==> src/rtl/i2c_hdmi_reg_target.sv <==
// ---------------------------------------------------------------------------
// i2c_hdmi_reg_target
//
// I2C target that stands in for the HDMI transmitter on the configuration bus.
// It decodes {address+R/W, sub-address, data...} transactions from the board's
// config master and exposes a byte-wide register write port and read port.
// SCL and SDA are oversampled on iCLK. Nothing is clocked by SCL, and the
// target never stretches the clock.
//
// Build option
//   I2C_TGT_READ_EN  When defined, read transactions (R/W=1) are served from
//                    iRD_DATA. When undefined, a read address byte is NACKed,
//                    the target ignores the rest of the transfer, and
//                    iRD_DATA is unused.
//
// Parameters
//   DEV_ADDR     7-bit target address (8'h72 write / 8'h73 read on the wire)
//   SYNC_STAGES  synchroniser depth on SCL and SDA (>= 2)
//   HOLD_CYC     iCLK cycles after a synced SCL fall before SDA_OE may change
//
// Ports
//   iCLK         system clock, at least 20x the SCL rate
//   iRST         asynchronous active-high reset
//   I2C_SCLK     bus clock from the master
//   I2C_SDAT_IN  bus data as seen at the pad
//   I2C_SDAT_OE  1 = pull SDA low, 0 = release (open-drain pad)
//   oWR_EN       one-cycle write strobe
//   oWR_ADDR     register address of the write
//   oWR_DATA     write data
//   oRD_ADDR     current register pointer
//   iRD_DATA     contents of register oRD_ADDR (combinational in the model)
//   oBUSY        high from START until STOP, whether or not we are addressed
//   oXFER_DONE   one-cycle pulse on a STOP that ends an addressed transaction
// ---------------------------------------------------------------------------
module i2c_hdmi_reg_target #(
  parameter logic [6:0] DEV_ADDR    = 7'h39,
  parameter int         SYNC_STAGES = 2,
  parameter int         HOLD_CYC    = 4
) (
  input  logic       iCLK,
  input  logic       iRST,
  input  logic       I2C_SCLK,
  input  logic       I2C_SDAT_IN,
  output logic       I2C_SDAT_OE,
  output logic       oWR_EN,
  output logic [7:0] oWR_ADDR,
  output logic [7:0] oWR_DATA,
  output logic [7:0] oRD_ADDR,
  input  logic [7:0] iRD_DATA,
  output logic       oBUSY,
  output logic       oXFER_DONE
);

  localparam int HW = $clog2(HOLD_CYC + 1);
  localparam logic [HW-1:0] HOLD_LD  = HW'(HOLD_CYC);
  localparam logic [HW-1:0] HOLD_ONE = HW'(1);

`ifdef I2C_TGT_READ_EN
  typedef enum logic [3:0] {
    IDLE, ADDR, ADDR_ACK, SUB, SUB_ACK, WDATA, WDATA_ACK, IGNORE,
    RDATA, RDATA_ACK
  } stateT;
`else
  typedef enum logic [3:0] {
    IDLE, ADDR, ADDR_ACK, SUB, SUB_ACK, WDATA, WDATA_ACK, IGNORE
  } stateT;
`endif

  stateT state, stateNext;

  // Input synchronisers and edge history; the bus idles high.
  logic [SYNC_STAGES-1:0] sclSync, sdaSync;
  logic scl, sda, sclPrev, sdaPrev;
  logic sclRise, sclFall, startCond, stopCond;

  logic [2:0]    bitCnt;
  // Only seven bits are kept: the eighth received bit is taken straight from
  // sda, and on reads bit 7 goes onto the bus at load time.
  logic [6:0]    shreg;
  logic [7:0]    rxByte;
  logic [7:0]    ptr;
  logic          ackSeen;
  logic          matched;
  logic [HW-1:0] holdCnt;
  logic          oeTarget;

  // Strobes from the next-state logic to the datapath.
  logic bitInc, shiftIn, ackSet, ptrLoad, ptrInc, wrFire, matchSet, oeNext;
`ifdef I2C_TGT_READ_EN
  logic rdLoad, rdShift;
`else
  logic unusedRdData;
  assign unusedRdData = ^iRD_DATA;
`endif

  assign scl       = sclSync[SYNC_STAGES-1];
  assign sda       = sdaSync[SYNC_STAGES-1];
  assign sclRise   = scl & ~sclPrev;
  assign sclFall   = ~scl & sclPrev;
  assign startCond = scl & sclPrev & sdaPrev & ~sda;
  assign stopCond  = scl & sclPrev & ~sdaPrev & sda;
  assign rxByte    = {shreg, sda};
  assign oRD_ADDR  = ptr;

  // ---- state register ----
  always_ff @(posedge iCLK or posedge iRST) begin
    if (iRST) state <= IDLE;
    else      state <= stateNext;
  end

  // ---- next state and datapath strobes ----
  always_comb begin
    stateNext = state;
    bitInc    = 1'b0;
    shiftIn   = 1'b0;
    ackSet    = 1'b0;
    ptrLoad   = 1'b0;
    ptrInc    = 1'b0;
    wrFire    = 1'b0;
    matchSet  = 1'b0;
    oeNext    = 1'b0;   // every SCL fall releases SDA unless a state claims it
`ifdef I2C_TGT_READ_EN
    rdLoad    = 1'b0;
    rdShift   = 1'b0;
`endif
    if (startCond) begin
      stateNext = ADDR;
    end else if (stopCond) begin
      stateNext = IDLE;
    end else begin
      case (state)
        ADDR: if (sclRise) begin
          shiftIn = 1'b1;
          bitInc  = 1'b1;
          if (bitCnt == 3'd7) begin
            if (rxByte[7:1] != DEV_ADDR) begin
              stateNext = IGNORE;
`ifdef I2C_TGT_READ_EN
            end else begin
              matchSet  = 1'b1;
              stateNext = ADDR_ACK;
            end
`else
            end else if (rxByte[0]) begin
              stateNext = IGNORE;
            end else begin
              matchSet  = 1'b1;
              stateNext = ADDR_ACK;
            end
`endif
          end
        end
        SUB: if (sclRise) begin
          shiftIn = 1'b1;
          bitInc  = 1'b1;
          if (bitCnt == 3'd7) begin
            ptrLoad   = 1'b1;
            stateNext = SUB_ACK;
          end
        end
        WDATA: if (sclRise) begin
          shiftIn = 1'b1;
          bitInc  = 1'b1;
          if (bitCnt == 3'd7) begin
            wrFire    = 1'b1;
            stateNext = WDATA_ACK;
          end
        end
        // The first fall after the 8th bit opens the ACK slot; the fall after
        // the 9th rise closes it and selects what the next slot carries.
        ADDR_ACK, SUB_ACK, WDATA_ACK: begin
          if (sclRise) begin
            ackSet = 1'b1;
          end else if (sclFall) begin
            if (!ackSeen) begin
              oeNext = 1'b1;
            end else if (state == ADDR_ACK) begin
`ifdef I2C_TGT_READ_EN
              if (shreg[0]) begin
                rdLoad    = 1'b1;
                oeNext    = ~iRD_DATA[7];
                stateNext = RDATA;
              end else begin
                stateNext = SUB;
              end
`else
              stateNext = SUB;
`endif
            end else if (state == SUB_ACK) begin
              stateNext = WDATA;
            end else begin
              ptrInc    = 1'b1;
              stateNext = WDATA;
            end
          end
        end
`ifdef I2C_TGT_READ_EN
        RDATA: begin
          if (sclRise) begin
            bitInc = 1'b1;
            if (bitCnt == 3'd7) stateNext = RDATA_ACK;
          end else if (sclFall) begin
            rdShift = 1'b1;
            oeNext  = ~shreg[6];
          end
        end
        RDATA_ACK: begin
          if (sclRise) begin
            if (!sda) begin
              ackSet = 1'b1;
              ptrInc = 1'b1;
            end else begin
              stateNext = IGNORE;
            end
          end else if (sclFall && ackSeen) begin
            rdLoad    = 1'b1;
            oeNext    = ~iRD_DATA[7];
            stateNext = RDATA;
          end
        end
`endif
        default: ;
      endcase
    end
  end

  // ---- datapath, bus drive and status ----
  always_ff @(posedge iCLK or posedge iRST) begin
    if (iRST) begin
      sclSync     <= '1;
      sdaSync     <= '1;
      sclPrev     <= 1'b1;
      sdaPrev     <= 1'b1;
      bitCnt      <= 3'd0;
      shreg       <= 7'd0;
      ptr         <= 8'd0;
      ackSeen     <= 1'b0;
      matched     <= 1'b0;
      holdCnt     <= '0;
      oeTarget    <= 1'b0;
      I2C_SDAT_OE <= 1'b0;
      oWR_EN      <= 1'b0;
      oWR_ADDR    <= 8'd0;
      oWR_DATA    <= 8'd0;
      oBUSY       <= 1'b0;
      oXFER_DONE  <= 1'b0;
    end else begin
      sclSync <= {sclSync[SYNC_STAGES-2:0], I2C_SCLK};
      sdaSync <= {sdaSync[SYNC_STAGES-2:0], I2C_SDAT_IN};
      sclPrev <= scl;
      sdaPrev <= sda;

      if (startCond)   bitCnt <= 3'd0;
      else if (bitInc) bitCnt <= bitCnt + 3'd1;

      if (shiftIn) shreg <= rxByte[6:0];
`ifdef I2C_TGT_READ_EN
      else if (rdLoad)  shreg <= iRD_DATA[6:0];
      else if (rdShift) shreg <= {shreg[5:0], 1'b0};
`endif

      if (ptrLoad)     ptr <= rxByte;
      else if (ptrInc) ptr <= ptr + 8'd1;

      if (stateNext != state) ackSeen <= 1'b0;
      else if (ackSet)        ackSeen <= 1'b1;

      oWR_EN <= wrFire;
      if (wrFire) begin
        oWR_ADDR <= ptr;
        oWR_DATA <= rxByte;
      end

      // START/STOP happen with SCL high, where the target never drives;
      // releasing at once also cancels any drive still in the hold window.
      if (startCond || stopCond) begin
        holdCnt     <= '0;
        I2C_SDAT_OE <= 1'b0;
      end else if (sclFall) begin
        holdCnt  <= HOLD_LD;
        oeTarget <= oeNext;
      end else if (holdCnt != '0) begin
        holdCnt <= holdCnt - HOLD_ONE;
        if (holdCnt == HOLD_ONE) I2C_SDAT_OE <= oeTarget;
      end

      if (startCond)     oBUSY <= 1'b1;
      else if (stopCond) oBUSY <= 1'b0;

      oXFER_DONE <= stopCond & matched;
      if (startCond || stopCond) matched <= 1'b0;
      else if (matchSet)         matched <= 1'b1;
    end
  end

endmodule

==> config.mk <==
export PLATFORM = sky130hd
export DESIGN_NAME = i2c_hdmi_reg_target
export DESIGN_NICKNAME = d
export VERILOG_FILES = /design/src/rtl/i2c_hdmi_reg_target.sv
export SDC_FILE = /design/constraint.sdc
export NUM_CORES = 1
export LEC_CHECK = 0
export BUFFER_PORTS_ARGS = -buffer_cell sky130_fd_sc_hd__clkbuf_2
export CAP_MARGIN = 0
export CORE_UTILIZATION = 37
export CTS_BUF_LIST = sky130_fd_sc_hd__clkbuf_8
export DETAILED_ROUTE_END_ITERATION = 10
export PLACE_DENSITY_LB_ADDON = 0.3
export SLEW_MARGIN = 20
export SYNTH_ARGS = -nofsm -noshare
export SYNTH_HDL_FRONTEND = slang
export SYNTH_SLANG_ARGS = --single-unit
==> constraint.sdc <==
create_clock -name iCLK -period 5.1 [get_ports iCLK]
set_clock_uncertainty 0.1 [all_clocks]
set_input_delay 0.255 -clock iCLK [delete_from_list [all_inputs] [get_ports iCLK]]
set_output_delay 0.255 -clock iCLK [all_outputs]
set_load 0.02 [all_outputs]
======== Word level (Yosys, flattened, before mapping) ========
Index checks and enable logic that the tools add are counted.
W data, S select, Z words.
storage, ports and cells
  flip-flop bits (word level) ............. 54
  bits of input ports ..................... 12
operators by class
  $add $sub $neg .......................... 3
  equality and inequality tests ........... 11
  multiplexer cells ....................... 67
  bitwise operators ....................... 13
  reduce and logical (&&, ||, !) cells .... 14
operators with widths
  operator               number
  $mux W1                45
  $mux W4                11
  $mux W3                8
  $mux W8                2
  $pmux W4 S4            1
  $reduce_bool A2 Y1     7
  $eq A4 B3 Y1 const B   3
  $add A8 B1 Y8 const B  1
  $and A1 B1 Y1          8
  $eq A4 B2 Y1 const B   2
  $ne A7 B6 Y1 const B   1
  $reduce_bool A3 Y1     2
  $reduce_or A3 Y1       2
  $not A1 Y1             5
  $eq A4 B1 Y1 const B   1
  $ne A4 B4 Y1           1
  $add A3 B1 Y3 const B  1
  $eq A3 B1 Y1 const B   1
  $eq A3 B3 Y1 const B   1
  $reduce_and A3 Y1      1
  $sub A3 B1 Y3 const B  1
  $ne A2 B1 Y1 const B   1
  $reduce_and A2 Y1      1
  $logic_or A1 B1 Y1     1

======== Logic depth before layout (Yosys ltp) ========
  depth after elaboration ................. 11
  gate-level depth with buffers ........... 8
  depth with buffers taken out ............ 7

======== Worst setup path after synthesis ========
Ideal clock, no wire load.
  path type ............................... reg2reg
  start point ............................. register sclPrev
  end point ............................... register oWR_ADDR[7]
  setup time .............................. 0.125 ns
  data arrival time ....................... 1.808 ns
  required time ........................... 4.875 ns
  setup slack ............................. 3.067 ns
  cell stages (with the launch flop) ...... 7
  buffers on the path ..................... 2
  clock period less this slack ............ 2.033 ns
  path through ............................ dfstp_2 > and4bb_2 > and2_1 > buf_2 > nand3b_2 > buf_4 > mux2_2
between the ends
  longest elaborated chain between the ends .. 6
  elaborated cells between the ends (all ways) .. 11
RTL lines
  element                   line  RTL
  start: declaration        73    logic scl, sda, sclPrev, sdaPrev;
  start signal: assignment  250   sclPrev <= scl;
  $not A1 Y1                98    assign sclRise = scl & ~sclPrev;
  $and A1 B1 Y1             98
  $mux W1                   -
  $mux W1                   131   case (state)
  $mux W1                   128   end else if (stopCond) begin
  $mux W1 *                 126   if (startCond) begin
  end signal: assignment    270   oWR_ADDR <= ptr;
  end: declaration          46    output logic [7:0] oWR_ADDR,
Mark *: on every way between the ends. The rest lies on a longest branch, timed or not.
A chain may end at the register's enable or synchronous reset.

======== Worst setup path in the final report ========
  start point ............................. register sclSync[1]
  end point ............................... register oWR_ADDR[4]
between the ends
  longest elaborated chain between the ends .. 5
  elaborated cells between the ends (all ways) .. 10
RTL lines
  element                                   line          RTL
  start: declaration                        72            logic [SYNC_STAGES-1:0] sclSync, sdaSync;
  start signal: assignment                  248           sclSync <= {sclSync[SYNC_STAGES-2:0], I2C_SCLK};
  $and A1 B1 Y1 (on tied branches)          98, 100, 101
  $mux W1 or $and A1 B1 Y1 (tied branches)  -
  $mux W1 or $and A1 B1 Y1 (tied branches)  131, 101
  $mux W1                                   128
  $mux W1 *                                 126
Marks and branches as above.

==> run metrics <==
multiplexer area fraction after synthesis=0.108; CP startpoint kind=flip-flop; worst setup path category=reg -> reg; Synth top area share=0.485; Synth Area in Simple Gates=0.155; Initial Utilization=0.386; first-pass GRT wire length=8040 um; vias per cell=about 5.2; Die H=between 80 and 90 um; Post-Syn Nets=232; Req. time, crit path=~5.2 ns; final hold viol count=1; Seq/Total Area, Yosys=0.548; gr usage total=0.145; depth of the CTS H-tree=2; Most Used Layer, Global Route=met2; status=finished with violations; I/O pin count=40; initial drt markers=91; worst hold slack=-0.000664 ns; Syn Area/Cell=11.6 um2; Sink Count=54; failing checks=design-rule violations, negative hold slack; Top FF cell, synth=dfrtp_1; synth top area cells=dfrtp_1 (48%), mux2_2 (10%), dfstp_2 (6.4%), ha_1 (3.0%), nand2_1 (2.7%); Yosys reg bits=54; core area=about 6400 um2; Filler cells=about 630; Netlist cell types=just over 50; met1 global-route usage=0.202; synthesized cell area=2480 um2; Reg area=1360 um2; die width=83.8 um; unrepaired setup endpoints after global routing=no; Cells after Synth=~210; Diodes inserted=0; Fin Setup TNS=0 ns; leading area contributor after synthesis=dfrtp_1; crit path DAT=about 2.4 ns; Max clock buf depth=2; Rel. slew slack=0.408; final wirelength=~4600 um; Max-Cap Viols=0; final core occ=0.436; Post-synth EDFFs=0; Static Leakage=between 1 and 1.5 nW; placed wire-length estimate=around 3000 um; GP Congestion=~0.79; share of layout cells above drive strength 1=0.310; asr flop ratio synth=1.00; crit share post-route=0.456; via count=~1700; Post-Synth XOR/XNOR Area=0.0141; Final min period=2.32 ns; most frequent cells in the layout=dfrtp_1 (48), clkbuf_2 (31), mux2_2 (22); drt first pass iters=7; fmax=between 0.4 and 0.5 GHz; Die ar.=around 7000 um2; post-synthesis compound-gate area fraction=0.112; Setup Buffers After CTS=0; Worst-Margin Slew=0.880 ns; largest family of logic cells by synthesized area=simple AND/OR/NAND/NOR gates; PortBufs=31; Syn. warnings=0; met2 Use GR=0.221; Final Max Slew Viols=0; Crit. End Element=flip-flop; wire per inst=between 10 and 15 um; Synth-to-Final Area Change=13.1%; Worst-path clk slew=roughly 0.1 ns; total gr overflow=0; CTS resizes=0; routing usage on met3=0.0277; worst hold-check path type=in -> async; CP Max Fanout=18; Root Driver=clkbuf_8; CTS buffer count=5; Cell Pwr Density=between 300 and 400 nW/um2; largest net degree at the start of global routing=between 50 and 60; number of global-route vias before repair=approximately 1600; DRC violations left=7; Clock Latency Late Sink=0.31 ns; FP Rows=29; Final Net Count=~270; Setup Viol. Count Final=0; commonest non-fill, non-tap cell in the layout=dfrtp_1; multi-input logic area=1040 um2; VDD IR max=around 0.00013 V; CTS tree=built; Final ANT Viol Nets=0; initial antenna violation count=0; Adder-Cell Fraction of Synth Area=0.0303
## sequential cells by signal (all words and copies together), names as in the netlist
signal and cells:
I2C_SDAT_OE 1, ackSeen 1, bitCnt 3, holdCnt 3
matched 1, oBUSY 1, oRD_ADDR 8, oWR_ADDR 8
oWR_DATA 8, oWR_EN 1, oXFER_DONE 1, oeTarget 1
sclPrev 1, sclSync 2, sdaPrev 1, sdaSync 2
shreg 7, state 4
## metal layers
metal	share of wire	vias to the layer above
met5	0	-
li1	-	833
met2	0.45	27
met1	0.50	836
met3	0.026	6
met4	0.018	0
## worst paths after layout
kind / startpoint / to / slack, ns / cells past startpoint
setup / recovery: sclSync[1]$_DFF_PP1_ / oWR_ADDR[4]$_DFFE_PP0P_ / 2.78 / 4
hold / removal: iRST / matched$_DFFE_PP0P_ / -0.0007 / 3
setup reg to reg: sclSync[1]$_DFF_PP1_ / oWR_ADDR[4]$_DFFE_PP0P_ / 2.78 / 4
hold reg to reg: sdaSync[0]$_DFF_PP1_ / sdaSync[1]$_DFF_PP1_ / 0.26 / 0
max in group asynchronous: iRST / oWR_DATA[5]$_DFFE_PP0P_ / 4.46 / 3
min in group iCLK: sdaSync[0]$_DFF_PP1_ / sdaSync[1]$_DFF_PP1_ / 0.26 / 0
## repair_timing
action,4_1_cts,5_1_grt
endpoints found under the setup margin,0,0
hold buffers,2,0
hold endpoints to repair,2,0
## where the power goes
part	internal (mW)	total [mW]	switching, mW
logic	0.121	0.235	0.113
registers	0.505	0.600	0.0954
clock network	0.109	0.249	0.140
## layout make-up
| class | instances | area share |
|---|---|---|
| clock buffer | 6 | 0.0295 |
| inverter | 8 | 0.0107 |
| multi-input combinational | 144 | 0.371 |
| tap | 77 | 0.0344 |
| clock inverter | 2 | 0.00447 |
| sequential | 54 | 0.485 |
| timing repair buffer | 34 | 0.0652 |
## through the flow
step                      instance area, um2  std cells  setup WS (ns)  power (mW)
after floorplan                         2480        214           3.07       0.781
after global placement                  2690        315           2.79       0.836
after detailed placement                2690        315           2.76       0.846
after CTS                               2800        325           2.75        1.10
after global routing                    2800        325           2.53        1.17
final                                   2800        325           2.78        1.08
## cells in the mapped netlist, drive strengths merged, types with 3 or more instances
cell type and instances:
a21oi 11, a31oi 3, and2 4, buf 4, clkbuf 4, dfrtp 48, dfstp 6, ha 6
inv 8, mux2 22, nand2 18, nand2b 3, nand3 4, nand3b 3, nor2 17, nor3 4
o21ai 13, xnor2 3
## cells by family (layout without fill, tap and decap cells)
group / Yosys count / count (layout)
AOI/OAI and AO/OA: 42 / 42
xor gates and xnor gates: 4 / 4
adders and majority gates: 6 / 6
buffers and inverters: 16 / 50
DFF: 54 / 54
muxes: 24 / 24
and+or+nand+nor: 68 / 68
## worst max-delay path, cell delays in order, from the launching register on
cell,delay [ns]
dfstp_2,0.65
and4bb_2,0.31
and2_1,0.28
nand3b_2,0.44
mux2_2,0.43
(Power assumes the default switching activity.)
